`src/rtl/abl_pkg.sv`:
```
// Shared encodings for the address-bus-low unit.
// Base/offset select codes used by abl_unit and its bench.
package abl_pkg;

  localparam logic [1:0] BASE_PCL  = 2'b00;
  localparam logic [1:0] BASE_ABL  = 2'b01;
  localparam logic [1:0] BASE_AHL  = 2'b10;
  localparam logic [1:0] BASE_ZERO = 2'b11;

  localparam logic [1:0] OFF_ZERO = 2'b00;
  localparam logic [1:0] OFF_REG  = 2'b01;
  localparam logic [1:0] OFF_DB   = 2'b10;
  localparam logic [1:0] OFF_COND = 2'b11;

  localparam logic [7:0] BYTE_ZERO = 8'h00;
  localparam logic [7:0] BYTE_MAX  = 8'hFF;

  function automatic logic [7:0] gate_byte(
    input logic       en,
    input logic [7:0] val
  );
    return en ? val : BYTE_ZERO;
  endfunction

endpackage

```
`src/rtl/abl_add8.sv`:
```
// 8-bit adder with carry-in and carry-out.
// Purely combinational; sum wraps modulo 256.
module abl_add8 (
  input  logic [7:0] a,
  input  logic [7:0] b,
  input  logic       ci,
  output logic [7:0] sum,
  output logic       co
);

  logic [8:0] wide;

  assign wide = {1'b0, a} + {1'b0, b} + {8'b0, ci};
  assign sum  = wide[7:0];
  assign co   = wide[8];

endmodule

```
`src/rtl/abl_unit.sv`:
```
// Address-bus-low unit: base+offset adder, ABL/AHL/PCL registers.
// Optional macro ABL_COND_OFFSET_EN gates offset code 11 with cond.
module abl_unit
  import abl_pkg::*;
(
  input  logic       clk,
  input  logic       reset,
  input  logic       rdy,
  input  logic [3:0] op,
  input  logic       CI,
  output logic       CO,
  input  logic       cond,
  input  logic       ld_ahl,
  input  logic       ld_pc,
  input  logic       inc_pc,
  output logic       pcl_co,
  output logic [7:0] PCL,
  output logic [7:0] ADL,
  input  logic [7:0] DB,
  input  logic [7:0] REG
);

  logic [7:0] pcl_q;
  logic [7:0] abl_q;
  logic [7:0] ahl_q;
  logic [7:0] base;
  logic [7:0] offset;
  logic [7:0] off_cond;
  logic [7:0] pcl_src;
  logic [7:0] pcl_next;

`ifdef ABL_COND_OFFSET_EN
  assign off_cond = gate_byte(cond, DB);
`else
  logic unused_cond;
  assign unused_cond = cond;
  assign off_cond    = DB;
`endif

  always_comb begin
    base = BYTE_ZERO;
    unique case (op[3:2])
      BASE_PCL:  base = pcl_q;
      BASE_ABL:  base = abl_q;
      BASE_AHL:  base = ahl_q;
      BASE_ZERO: base = BYTE_ZERO;
    endcase
  end

  always_comb begin
    offset = BYTE_ZERO;
    unique case (op[1:0])
      OFF_ZERO: offset = BYTE_ZERO;
      OFF_REG:  offset = REG;
      OFF_DB:   offset = DB;
      OFF_COND: offset = off_cond;
    endcase
  end

  abl_add8 u_add (
    .a   (base),
    .b   (offset),
    .ci  (CI),
    .sum (ADL),
    .co  (CO)
  );

  // One incrementer serves both the load+inc and the plain inc paths.
  assign pcl_src  = ld_pc ? ADL : pcl_q;
  assign pcl_next = pcl_src + {7'b0, inc_pc};
  assign pcl_co   = inc_pc & (pcl_src == BYTE_MAX);

  always_ff @(posedge clk) begin
    if (reset) begin
      pcl_q <= BYTE_ZERO;
      abl_q <= BYTE_ZERO;
      ahl_q <= BYTE_ZERO;
    end else if (rdy) begin
      abl_q <= ADL;
      pcl_q <= pcl_next;
      if (ld_ahl)
        ahl_q <= DB;
    end
  end

  assign PCL = pcl_q;

endmodule

```
`config.mk`:
```
export PLATFORM = sky130hd
export DESIGN_NAME = abl_unit
export DESIGN_NICKNAME = d
export VERILOG_FILES = /design/src/rtl/abl_pkg.sv /design/src/rtl/abl_add8.sv /design/src/rtl/abl_unit.sv
export SDC_FILE = /design/constraint.sdc
export NUM_CORES = 1
export LEC_CHECK = 0
export CORE_UTILIZATION = 46
export DETAILED_ROUTE_END_ITERATION = 10
export PLACE_DENSITY = 0.77
export SYNTH_ARGS = -nofsm -noshare
export SYNTH_HDL_FRONTEND = slang
export SYNTH_SLANG_ARGS = --single-unit
```
`constraint.sdc`:
```
create_clock -name clk -period 3.08 [get_ports clk]
set_input_delay 0.462 -clock clk [delete_from_list [all_inputs] [get_ports clk]]
set_output_delay 0.462 -clock clk [all_outputs]
set_load 0.02 [all_outputs]
```
Word level (Yosys, flattened, before mapping)
Index checks and enable logic that the tools add are counted.

Add/sub/neg operators: 3. Eq/ne operators: 7. Multiplexer cells: 3. Bitwise logic cells: 1. Reduce and logical (&&, ||, !) cells: 4.

Operator list (count): case mux 8 bit (4 select lines) (1); case mux 8 bit (3 select lines) (1); adder 8 x 8 -> 9 bit (1); adder 9 x 1 -> 9 bit (1); adder 8 x 1 -> 8 bit (1); == test 2 bit, second input constant (4); == test 8 bit, second input constant (1); two-way mux 8 bit (1); == test 2 x 1 -> 1 bit, second input constant (2); logical NOT 2 bit (2); AND reduction 2 bit (1); OR reduction 2 bit (1); AND 1 bit (1).

Register bits after elaboration: 24. Bits of input ports: 28. Word-level logic and storage cells: 21.

Logic depth before layout (Yosys ltp)
Word-level depth: 8. Mapped depth: 15.

Hierarchy
From an unflattened synthesis, not the netlist that was laid out.

Cells, all modules: 225. Area, all modules: 1814.2 um^2.

By module, submodules not included: abl_unit (times used 1, cells an instance 185, area an instance 1482.7 um^2); abl_add8 (times used 1, cells an instance 40, area an instance 331.6 um^2).

Least setup slack after synthesis
OpenSTA, ideal clock, no wires.

Kind: input-to-output. Start point: input port op[3]. End point: output port pcl_co. Data arrival time: 3.387 ns. Required time: 2.618 ns. Slack: -0.769 ns. Stages: 12. Buffers on the path: 2. Path through: clkbuf_1 -> nor2b_1 -> clkbuf_1 -> nand2_1 -> o21ai_0 -> fa_1 -> inv_1 -> fa_1 -> xnor2_2 -> a32o_2 -> o2111ai_1 -> nor4_1.

Longest elaborated chain between the ends: 7. Elaborated cells between the ends (all ways): 10. Those cells by class: add/sub: 2; eq/ne: 4; mux: 2; bitwise: 1; reduce/logical: 1.

RTL lines: from (decl) (RTL line abl_unit.sv:9) `input logic [3:0] op,`; == test 2 bit, or another cell as far along (RTL line abl_unit.sv:42) `unique case (op[3:2])`; case mux 8 bit (4 select lines) (*) (RTL line abl_unit.sv:42); adder 8 x 8 -> 9 bit (*) (RTL line abl_add8.sv:13) `assign wide = {1'b0, a} + {1'b0, b} + {8'b0, ci};`; adder 9 x 1 -> 9 bit (*) (RTL line abl_add8.sv:13); via ADL[2] (RTL line abl_unit.sv:18) `output logic [7:0] ADL,`; two-way mux 8 bit (*) (RTL line abl_unit.sv:69) `assign pcl_src = ld_pc ? ADL : pcl_q;`; == test 8 bit (*) (RTL line abl_unit.sv:71) `assign pcl_co = inc_pc & (pcl_src == BYTE_MAX);`; AND 1 bit (*) (RTL line abl_unit.sv:71); to (decl) (RTL line abl_unit.sv:16) `output logic pcl_co,`.

Mark *: on every way through the listed nets, which the timed path passes. The rest lies on a longest branch.

Final worst setup path
Start point: input port REG[1]. End point: output port pcl_co.

Longest elaborated chain between the ends: 6.

RTL lines: from (decl) (RTL line abl_unit.sv:20) `input logic [7:0] REG`; case mux 8 bit (3 select lines) (RTL line abl_unit.sv:52) `unique case (op[1:0])`; adder 8 x 8 -> 9 bit (RTL line abl_add8.sv:13); adder 9 x 1 -> 9 bit (RTL line abl_add8.sv:13); two-way mux 8 bit (RTL line abl_unit.sv:69); == test 8 bit (RTL line abl_unit.sv:71); AND 1 bit (RTL line abl_unit.sv:71).

No other way between the ends.

==> flow_summary.json <==
{
  "outcome": "finished, violations left",
  "violations": "negative setup slack",
  "synth_area_per_cell_um2": 8.258,
  "power_density_nw_per_um2": 366.7,
  "track_usage_pct": 30.49,
  "nets": 380,
  "drc": 0,
  "criticalPathCategory": "in2out",
  "grt_pass1_vias": 2170,
  "ys_seq_area_share_pct": 24.24,
  "critPathCaptureType": "output port",
  "crit_required_ps": 2620,
  "via_count": 2241,
  "numCtsBuffers": 3,
  "io_buffers": 44,
  "synthArstFlopShare_pct": 0,
  "cts_buffer_depth": 2,
  "rsz0062_at_grt": "true",
  "grt_pass1_wl_um": 10270,
  "grt_overflow_total": 0,
  "tns_ps": -117.5,
  "fp.dieW_um": 67.64,
  "die_y_um": 67.64,
  "power_frac_seq_pct": 30.8,
  "dp_slack_ps": -1007,
  "fmax_mhz": 313.2,
  "fin_crit_sh_pct": 103.7,
  "clock_sinks": 24,
  "grt_use_met3_pct": 3.041,
  "area_growth_pct": 59.47,
  "drive_gt1_share_pct": 37.76,
  "clk_latency_ps": 270,
  "tritoncts": "yes",
  "synth_warnings": 0,
  "root_buffer": "clkbuf_8",
  "power.internal_mw": 0.7356,
  "mostFrequentLayoutCells": "65 x buf_4, 27 x clkdlybuf4s50_1, 23 x dfxtp_1",
  "arrival_ps": 2730,
  "rows": 23,
  "dpl.hpwl_um": 4450,
  "worst_slew_pin_slew_ps": 638.3,
  "finalSetupViolCount": 2,
  "grt_max_degree": 16,
  "totalWireLength_um": 6599,
  "crit_fanout": 2,
  "hold_viol": 0,
  "synth_nets": 279,
  "layout_setup_ws_ps": -112.8,
  "slew_headroom_pct": 57.31,
  "wl_per_cell_um": 16.96,
  "finalMaxSlewViolations": 0,
  "final_common_cell": "buf_4",
  "antenna_cells": 0,
  "synth.distinct_cells": 60,
  "swShare_pct": 36.53,
  "clk_pin_slew_ps": 90,
  "synth-seq-cells": 24,
  "drt_iter0_drc": 132,
  "ys.flop_type": "dfxtp_1",
  "clock_skew_ps": 4.581,
  "start_util_pct": 48.84,
  "p_switching_mw": 0.4234,
  "place.gp.congestion": 0.8320,
  "grtUsageMet1_pct": 37.24,
  "syn_area_um2": 1982,
  "total_power_mw": 1.159,
  "hold_class": "reg2reg",
  "max-cap-violations": 0,
  "io_pins": 46,
  "vias_per_cell": 5.761,
  "p_leak_nw": 1.406,
  "post-route-min-period_ps": 3193,
  "htreeDepth": 1,
  "cts_hold_buffers": 0,
  "use_met2_pct": 54.46,
  "antenna_found_initial": 0,
  "synth_edf_count": 0,
  "drtAntennaViolNets": 0,
  "nFillCells": 268,
  "pwr-share-clk_pct": 17.3,
  "drtPass1Iterations": 4,
  "start_kind": "input port",
  "grt-busiest-layer": "met2",
  "netlist_instances": 240,
  "vdd.ir_drop.worst_uv": 242.0,
  "pwr-share-comb_pct": 51.9,
  "coreArea_um2": 4058,
  "dieArea_um2": 4575
}
-- registers in the layout, summed over array words and instances, names as in the netlist --
| name | count |
|---|---|
| abl_q | 8 |
| ahl_q | 8 |
| PCL | 8 |
-- layer usage --
layer,part of all wire [%],wire (µm),vias to the layer above
li1,-,-,1080
met1,43,2850,1065
met2,50,3285,82
met3,4.8,319,14
met4,2.2,144,0
met5,0,0,-
-- critical path, stage by stage --
cell and delay, ps:
clkdlybuf4s50_1 460, a22o_1 200, inv_1 90, fa_2 430, buf_6 140, xnor2_4 160
a32o_2 190, o2111ai_4 130, nor4_4 260, buf_4 200
-- cell type report --
cell class | count | area [µm²] | share of cell area, %
clock buffer | 3 | 41.29 | 1.306
inverter | 8 | 30.03 | 0.9501
multi-input combinational | 192 | 1600 | 50.63
sequential | 24 | 481.7 | 15.24
tap | 50 | 62.56 | 1.979
timing repair buffer | 112 | 944.7 | 29.89
-- power groups by stage --
stage / clock network [mW] / logic [mW] / registers (mW)
2_1_floorplan: 0 / 0.279 / 0.369
4_1_cts: 0.199 / 0.578 / 0.354
5_1_grt: 0.217 / 0.641 / 0.359
6_report: 0.200 / 0.602 / 0.357
3_3_place_gp: 0 / 0.518 / 0.359
3_5_place_dp: 0 / 0.529 / 0.360
-- cells in the mapped netlist (2+ instances only) --
cell type | number | area share, %
a21o_1 | 4 | 1.5
nor3_1 | 8 | 2.0
clkbuf_1 | 9 | 1.7
nand3_1 | 10 | 2.5
nand3b_1 | 5 | 1.9
o211ai_2 | 2 | 1.3
a22o_1 | 8 | 3.5
o21a_1 | 2 | 0.76
a21o_2 | 2 | 0.88
a22oi_1 | 2 | 0.76
mux2i_1 | 17 | 8.6
buf_4 | 2 | 0.76
o211ai_1 | 3 | 1.1
dfxtp_1 | 24 | 24
nand2b_1 | 7 | 2.2
nor2_1 | 19 | 3.6
nand2_1 | 21 | 4.0
a21oi_1 | 15 | 3.8
ha_1 | 9 | 5.7
inv_1 | 8 | 1.5
o21ba_1 | 2 | 1.0
a211oi_1 | 3 | 1.1
nor2b_1 | 5 | 1.6
xnor2_1 | 3 | 1.3
buf_1 | 2 | 0.38
fa_1 | 2 | 2.0
buf_2 | 2 | 0.51
mux2_2 | 2 | 1.1
o21ai_0 | 11 | 2.8
-- through the flow --
| stage | instances | instance area, µm² | util (%) | hold slack, ps |
|---|---|---|---|---|
| final | 389 | 3161 | 77.89 | 467.9 |
| after global routing | 389 | 3161 | 77.89 | 488.8 |
| after CTS | 391 | 3120 | 76.90 | 460.6 |
| after detailed placement | 374 | 2875 | 70.86 | 449.2 |
| after global placement | 374 | 2875 | 70.86 | 442.5 |
| after floorplan | 240 | 2057 | - | 436.0 |
-- repair_timing --
item,in CTS,in global routing
setup buffers,14,0
endpoints found under the setup margin,15,9
pin swaps,14,13
resized for setup,70,23
-- logic make-up after synthesis --
group	count (synthesis)	share of synthesized area, %
buffers and inverters	24	5.113
muxes	22	12.31
and+or+nand+nor	82	20.58
adders and majority gates	11	7.702
xor gates and xnor gates	5	2.589
AOI/OAI and AO/OA	72	27.46
DFF	24	24.24
-- worst paths after layout --
check	slack (ps)	startpoint	depth (start not counted)	end
max	-110	REG[1]	10	pcl_co
min	470	ahl_q[0]$_SDFFE_PP0P_	2	ahl_q[0]$_SDFFE_PP0P_
max reg2reg	130	ahl_q[0]$_SDFFE_PP0P_	13	PCL[5]$_SDFFE_PP0P_
min reg2reg	470	ahl_q[0]$_SDFFE_PP0P_	2	ahl_q[0]$_SDFFE_PP0P_
(Power assumes the default switching activity.)
